[config.mk]
export PLATFORM = sky130hd
export DESIGN_NAME = hazard_tracker_flat
export DESIGN_NICKNAME = d
export VERILOG_FILES = /design/src/rtl/hazard_tracker_pkg.sv /design/src/rtl/hazard_tracker_if.sv /design/src/rtl/hazard_tracker_md_busy_ctr.sv /design/src/rtl/hazard_tracker.sv /design/src/flat_wrapper.sv
export SDC_FILE = /design/constraint.sdc
export NUM_CORES = 1
export LEC_CHECK = 0
export CAP_MARGIN = 20
export CORE_MARGIN = 2
export CORE_UTILIZATION = 41
export CTS_BUF_LIST = sky130_fd_sc_hd__clkbuf_8
export DETAILED_ROUTE_END_ITERATION = 12
export HOLD_SLACK_MARGIN = 0.08
export PLACE_DENSITY = 0.83
export SLEW_MARGIN = 20
export SYNTH_ARGS = -nofsm -noshare
export SYNTH_HDL_FRONTEND = slang
export SYNTH_SLANG_ARGS = --single-unit
[constraint.sdc]
create_clock -name clk -period 1.5 [get_ports clk]
set_input_delay 0.225 -clock clk [delete_from_list [all_inputs] [get_ports clk]]
set_output_delay 0.225 -clock clk [all_outputs]
set_load 0.01 [all_outputs]
[src/rtl/hazard_tracker_pkg.sv]
// Shared constants, stage record types and hazard helpers for the hazard tracker.
package hazard_tracker_pkg;

    localparam int          MD_MULT_CYC = 5;
    localparam int          MD_DIV_CYC  = 10;
    localparam int          MD_CNT_W    = 4;
    localparam logic [1:0]  TUSE_NONE   = 2'd3;

    // Producer record carried by the E and M stages.
    typedef struct packed {
        logic [4:0] a3;
        logic       regwr;
        logic [1:0] tnew;
    } stage_rec_t;

    // Write-back record; the result is already available, so there is no Tnew.
    typedef struct packed {
        logic [4:0] a3;
        logic       regwr;
    } wb_rec_t;

    // One stage closer to ready, floored at zero.
    function automatic logic [1:0] tnew_dec(input logic [1:0] t);
        return (t == 2'd0) ? 2'd0 : t - 2'd1;
    endfunction

    // A source operand hazards when an in-flight producer of the same nonzero
    // register cannot forward in time for this consumer.
    function automatic logic src_hazard(input logic [4:0] a, input logic [1:0] tuse,
                                        input stage_rec_t e, input stage_rec_t m);
        return (a != 5'd0) &&
               ((a == e.a3 && e.regwr && tuse < e.tnew) ||
                (a == m.a3 && m.regwr && tuse < m.tnew));
    endfunction

endpackage

[src/rtl/hazard_tracker_if.sv]
// Decode-stage hazard query and per-stage producer status.
interface hazard_tracker_if;
    logic [4:0] A1_D;
    logic [4:0] A2_D;
    logic [1:0] Tuse_rs_D;
    logic [1:0] Tuse_rt_D;
    logic [4:0] A3_D;
    logic       RegWr_D;
    logic [1:0] Tnew_D;
    logic       md_start_D;
    logic       md_div_D;
    logic       md_use_D;

    logic       stall;
    logic [4:0] A3_E, A3_M, A3_W;
    logic       RegWr_E, RegWr_M, RegWr_W;
    logic [1:0] T_new_E, T_new_M;
    logic       md_busy;

    modport master (
        output A1_D, A2_D, Tuse_rs_D, Tuse_rt_D, A3_D, RegWr_D, Tnew_D,
               md_start_D, md_div_D, md_use_D,
        input  stall, A3_E, A3_M, A3_W, RegWr_E, RegWr_M, RegWr_W,
               T_new_E, T_new_M, md_busy
    );

    modport slave (
        input  A1_D, A2_D, Tuse_rs_D, Tuse_rt_D, A3_D, RegWr_D, Tnew_D,
               md_start_D, md_div_D, md_use_D,
        output stall, A3_E, A3_M, A3_W, RegWr_E, RegWr_M, RegWr_W,
               T_new_E, T_new_M, md_busy
    );
endinterface

[src/rtl/hazard_tracker_md_busy_ctr.sv]
// Multiply/divide busy counter: loads the op latency on start, counts down to idle.
module md_busy_ctr
    import hazard_tracker_pkg::*;
(
    input  logic clk,
    input  logic rst_n,
    input  logic start,
    input  logic div,
    output logic busy
);

    logic [MD_CNT_W-1:0] md_cnt;

    // Load latency on start, otherwise drain toward zero.
    always_ff @(posedge clk or negedge rst_n) begin
        if (!rst_n)
            md_cnt <= '0;
        else if (start)
            md_cnt <= div ? MD_CNT_W'(MD_DIV_CYC) : MD_CNT_W'(MD_MULT_CYC);
        else if (md_cnt != '0)
            md_cnt <= md_cnt - 1'b1;
    end

    assign busy = (md_cnt != '0);

endmodule

[src/rtl/hazard_tracker.sv]
// Tracks in-flight GPR producers and the HI/LO unit to decide decode-stage stalls.
module hazard_tracker
    import hazard_tracker_pkg::*;
(
    input  logic             clk,
    input  logic             rst_n,
    hazard_tracker_if.slave  hif
);

    stage_rec_t rec_e, rec_m;
    wb_rec_t    rec_w;
    logic       md_start_e, md_div_e;
    logic       md_busy;
    logic       rs_hz, rt_hz, md_hz, stall;

    // Zero-latency stall decision from D operands and registered stage state.
    always_comb begin
        rs_hz = src_hazard(hif.A1_D, hif.Tuse_rs_D, rec_e, rec_m);
        rt_hz = src_hazard(hif.A2_D, hif.Tuse_rt_D, rec_e, rec_m);
        // A HI/LO user waits through the launch cycle and every busy cycle.
        md_hz = hif.md_use_D & (md_busy | md_start_e);
        stall = rs_hz | rt_hz | md_hz;
    end

    // Advance stage records; a stalled D instruction leaves a bubble in E.
    always_ff @(posedge clk or negedge rst_n) begin
        if (!rst_n) begin
            rec_e      <= '0;
            rec_m      <= '0;
            rec_w      <= '0;
            md_start_e <= 1'b0;
            md_div_e   <= 1'b0;
        end else begin
            rec_e      <= stall ? '0 : stage_rec_t'{a3: hif.A3_D, regwr: hif.RegWr_D, tnew: hif.Tnew_D};
            rec_m      <= '{a3: rec_e.a3, regwr: rec_e.regwr, tnew: tnew_dec(rec_e.tnew)};
            rec_w      <= '{a3: rec_m.a3, regwr: rec_m.regwr};
            md_start_e <= hif.md_start_D & ~stall;
            md_div_e   <= hif.md_div_D;
        end
    end

    md_busy_ctr u_md_busy_ctr (
        .clk   (clk),
        .rst_n (rst_n),
        .start (md_start_e),
        .div   (md_div_e),
        .busy  (md_busy)
    );

    assign hif.stall   = stall;
    assign hif.md_busy = md_busy;
    assign hif.A3_E    = rec_e.a3;
    assign hif.A3_M    = rec_m.a3;
    assign hif.A3_W    = rec_w.a3;
    assign hif.RegWr_E = rec_e.regwr;
    assign hif.RegWr_M = rec_m.regwr;
    assign hif.RegWr_W = rec_w.regwr;
    assign hif.T_new_E = rec_e.tnew;
    assign hif.T_new_M = rec_m.tnew;

endmodule

[src/flat_wrapper.sv]
// flat-port wrapper written by rule: the top's interface ports become plain ports
module hazard_tracker_flat import hazard_tracker_pkg::*;
  (clk, rst_n, hif_A1_D, hif_A2_D, hif_Tuse_rs_D, hif_Tuse_rt_D, hif_A3_D, hif_RegWr_D, hif_Tnew_D, hif_md_start_D, hif_md_div_D, hif_md_use_D, hif_stall, hif_A3_E, hif_A3_M, hif_A3_W, hif_RegWr_E, hif_RegWr_M, hif_RegWr_W, hif_T_new_E, hif_T_new_M, hif_md_busy);
  hazard_tracker_if hif_i ();
  input  logic clk;
  input  logic rst_n;
  input wire logic [$bits(hif_i.A1_D)-1:0] hif_A1_D;
  input wire logic [$bits(hif_i.A2_D)-1:0] hif_A2_D;
  input wire logic [$bits(hif_i.Tuse_rs_D)-1:0] hif_Tuse_rs_D;
  input wire logic [$bits(hif_i.Tuse_rt_D)-1:0] hif_Tuse_rt_D;
  input wire logic [$bits(hif_i.A3_D)-1:0] hif_A3_D;
  input wire logic [$bits(hif_i.RegWr_D)-1:0] hif_RegWr_D;
  input wire logic [$bits(hif_i.Tnew_D)-1:0] hif_Tnew_D;
  input wire logic [$bits(hif_i.md_start_D)-1:0] hif_md_start_D;
  input wire logic [$bits(hif_i.md_div_D)-1:0] hif_md_div_D;
  input wire logic [$bits(hif_i.md_use_D)-1:0] hif_md_use_D;
  output wire logic [$bits(hif_i.stall)-1:0] hif_stall;
  output wire logic [$bits(hif_i.A3_E)-1:0] hif_A3_E;
  output wire logic [$bits(hif_i.A3_M)-1:0] hif_A3_M;
  output wire logic [$bits(hif_i.A3_W)-1:0] hif_A3_W;
  output wire logic [$bits(hif_i.RegWr_E)-1:0] hif_RegWr_E;
  output wire logic [$bits(hif_i.RegWr_M)-1:0] hif_RegWr_M;
  output wire logic [$bits(hif_i.RegWr_W)-1:0] hif_RegWr_W;
  output wire logic [$bits(hif_i.T_new_E)-1:0] hif_T_new_E;
  output wire logic [$bits(hif_i.T_new_M)-1:0] hif_T_new_M;
  output wire logic [$bits(hif_i.md_busy)-1:0] hif_md_busy;
  assign hif_i.A1_D = hif_A1_D;
  assign hif_i.A2_D = hif_A2_D;
  assign hif_i.Tuse_rs_D = hif_Tuse_rs_D;
  assign hif_i.Tuse_rt_D = hif_Tuse_rt_D;
  assign hif_i.A3_D = hif_A3_D;
  assign hif_i.RegWr_D = hif_RegWr_D;
  assign hif_i.Tnew_D = hif_Tnew_D;
  assign hif_i.md_start_D = hif_md_start_D;
  assign hif_i.md_div_D = hif_md_div_D;
  assign hif_i.md_use_D = hif_md_use_D;
  assign hif_stall = hif_i.stall;
  assign hif_A3_E = hif_i.A3_E;
  assign hif_A3_M = hif_i.A3_M;
  assign hif_A3_W = hif_i.A3_W;
  assign hif_RegWr_E = hif_i.RegWr_E;
  assign hif_RegWr_M = hif_i.RegWr_M;
  assign hif_RegWr_W = hif_i.RegWr_W;
  assign hif_T_new_E = hif_i.T_new_E;
  assign hif_T_new_M = hif_i.T_new_M;
  assign hif_md_busy = hif_i.md_busy;
  hazard_tracker u_core (.clk(clk), .rst_n(rst_n), .hif(hif_i));
endmodule
==> flow_metrics.py <==
metrics = {
    "run_status": {
        "status": "finished with violations",
        "failed_checks": "setup timing",
    },
    "grt": {
        "antenna_found_initial": 0,
        "track_usage_pct": 23.03,
        "grt_overflow": 0,
        "grt_pass1_wl_mm": 6.141,
        "grt_max_degree": 29,
        "grt_pass1_vias": 1293,
    },
    "drt": {
        "wirelength_mm": 4.480,
        "viasPerCell": 4.819,
        "drtIter0Drc": 52,
        "vias": 1253,
        "drt_pass1_iterations": 4,
        "wl_per_cell_um": 17.23,
        "drc": 0,
        "drtAntennaViolNets": 0,
    },
    "hold_path": {
        "hold_class": "input pin to async pin",
    },
    "setup_path": {
        "endpoint_kind": "output port",
        "critPathMaxFanout": 3,
        "slowest_delay_ns": 0.45,
        "critPathKind": "flop to output port",
        "arrival_ns": 1.78,
        "start_kind": "flop",
        "crit_slowest_cell": "dfrtp_1",
        "cp_cell_sequence": "xor2_1 -> nor4_4 -> a22oi_2 -> o221ai_4 -> buf_6",
        "cp.required_ns": 1.27,
    },
    "flow_run": {
        "drv_cap": 0,
    },
    "timing": {
        "fmax_ghz": 0.4995,
        "max_slew_margin_pct": 75.63,
        "slew_viol_final": 0,
        "holdWs_ns": 0.3241,
        "rsz0062_at_grt": "yes",
        "hold_violations": 0,
        "fin_ws_ns": -0.5019,
        "finalSetupViolCount": 11,
        "layout_min_cycle_time_ns": 2.002,
        "finalCritPeriodShare_pct": 133.5,
        "fin_tns_setup_ns": -3.836,
        "tightest_slew_ns": 0.3655,
        "final.setup_skew_ns": 0.002619,
    },
    "die": {
        "initial_utilization_pct": 43.84,
        "die_area_um2": 3824,
        "rows": 20,
        "coreArea_um2": 3128,
        "ios": 51,
        "die_w_um": 61.84,
        "dieHeight_um": 61.84,
    },
    "clocking": {
        "htreeDepth": 1,
        "cts_tree": "done",
        "cts_made_buffers": 3,
        "clock_latency_ns": 0.28,
        "cts_hold_buf": 0,
        "path_clk_slew_ns": 0.09,
        "cts_buffer_depth": 2,
        "root_buffer": "clkbuf_8",
        "cts_sinks": 28,
    },
    "cells_and_area": {
        "antenna-diode-count": 0,
        "fillers": 192,
        "syn_to_final_growth_pct": 78.74,
        "nets": 250,
        "fin_cells": 260,
        "fin_util_pct": 78.36,
        "drive_above_1_share_pct": 43.52,
    },
    "placement": {
        "place_congestion": 0.8667,
        "port_buffers": 50,
        "post-dp-hpwl_mm": 2.910,
        "dp.cells": 240,
    },
    "synth": {
        "avgSynthCellArea_um2": 11.72,
        "syn_inst": 117,
        "ys_types": 24,
        "synth_area_um2": 1371,
        "synth-seq-cells": 28,
        "synth-seq-area-share_pct": 51.09,
        "synth_warnings": 0,
        "syn_nets": 150,
    },
    "power_and_ir_drop": {
        "p_sw_mw": 0.8640,
        "power_frac_comb_pct": 46.1,
        "vdd_drop_max_mv": 0.6626,
        "p_leak_nw": 1.185,
        "power_density_nw_per_um2": 1093,
        "switching_share_pct": 32.24,
        "power.internal_mw": 1.816,
        "p_seq_share_pct": 36.4,
        "p_clk_share_pct": 17.6,
        "power.total_mw": 2.680,
    },
}
[worst max-delay path: cells and delay by family (launching register included)]
| kind | cells | cell delay, ns |
|---|---|---|
| flip-flops | 1 | 0.45 |
| AND/OR/NAND/NOR | 1 | 0.34 |
| AO/OA/AOI/OAI | 2 | 0.34 |
| XOR/XNOR | 1 | 0.23 |
| buffers and inverters | 1 | 0.14 |
[layout by cell type, fill, tap and decap left out, types with 3 or more instances in the layout]
master / n
clkbuf_8: 4
ha_1: 3
dfrtp_1: 26
clkdlybuf4s50_1: 30
buf_6: 5
nor4_4: 3
inv_2: 4
nand2b_1: 6
nand2b_4: 3
nor2_2: 10
dlygate4sd2_1: 12
ha_4: 3
xor2_1: 20
buf_4: 43
inv_1: 9
a211oi_2: 4
[final cells by class]
| cell class | count | area (um2) | area share [%] |
|---|---|---|---|
| timing repair buffer | 95 | 827.0 | 33.74 |
| tap | 44 | 55.05 | 2.246 |
| sequential | 28 | 703.2 | 28.69 |
| clock buffer | 4 | 55.05 | 2.246 |
| multi-input combinational | 75 | 755.7 | 30.83 |
| inverter | 14 | 55.05 | 2.246 |
[path summary, 6_finish.rpt]
check,start,to,cells after the start,slack (ns)
max reg2reg,u_core.hif.A3_E[4],u_core.hif.A3_E[4],8,-0.37
max in group asynchronous,rst_n,u_core.hif.RegWr_E,2,0.89
max,u_core.hif.A3_E[4],hif_stall,5,-0.50
min reg2reg,u_core.hif.RegWr_M,u_core.hif.RegWr_W,0,0.47
min in group clk,hif_md_div_D,u_core.md_div_e,1,0.38
min,rst_n,u_core.hif.RegWr_W,2,0.32
[per-stage QoR]
stage	cell area [um2]	setup slack (ns)
2_1_floorplan	1424	-0.1583
3_3_place_gp	2197	-0.8414
3_5_place_dp	2197	-0.8476
4_1_cts	2335	-0.4812
5_1_grt	2451	-0.5689
6_report	2451	-0.5019
[flip-flops by register name (all words and copies together) (netlist names)]
register and count:
u_core.md_start_e 1, u_core.hif.RegWr_E 1, u_core.hif.RegWr_M 1, u_core.hif.RegWr_W 1
u_core.hif.A3_W 5, u_core.hif.A3_M 5, u_core.u_md_busy_ctr.md_cnt 4, u_core.md_div_e 1
u_core.hif.T_new_M 2, u_core.hif.A3_E 5, u_core.hif.T_new_E 2
[kinds of logic after synthesis]
family / share of synthesized area [%]
compound gates: 8.851
flops: 51.09
buf+inv: 3.832
simple gates: 16.70
fa+ha+maj: 5.474
xor+xnor: 14.05
[synth_stat cells, drive strengths merged]
library cell   n  share of area, %
or4            2               1.4
nor2          14               5.8
nor4           4               3.6
o31ai          1              0.55
dfrtp         28                51
a21oi          1              0.36
o21ai          2              0.73
ha             6               5.5
nor3           1              0.36
o221ai         1               1.9
a22oi          2               1.5
xor2          20                13
inv           14               3.8
a211oi         4               2.2
o21a           2               1.1
xnor2          2               1.3
or3            1              0.46
a21o           1              0.55
nand2b         9               4.1
and2           2              0.91
[power by group through the flow]
stage,sequential [mW],clock [mW],combinational (mW)
6_report,0.974,0.471,1.23
3_5_place_dp,0.973,0,0.992
3_3_place_gp,0.968,0,0.939
2_1_floorplan,1.01,0,0.384
4_1_cts,0.964,0.474,1.09
5_1_grt,0.991,0.516,1.34
[per-layer routing]
layer	track usage, %	vias to the layer above	part of all wire, %
li1	-	582	-
met1	27.40	606	40
met2	42.11	55	53
met3	3.106	10	4.6
met4	8.511	0	2.3
met5	0	-	0
[repair_timing]
action / CTS / global route
pin swaps: 4 / 5
setup endpoints to repair: 25 / 17
gates cloned: 1 / 0
buffers inserted: 7 / 9
resized for setup: 38 / 21
Power figures use the tool's default switching activity.
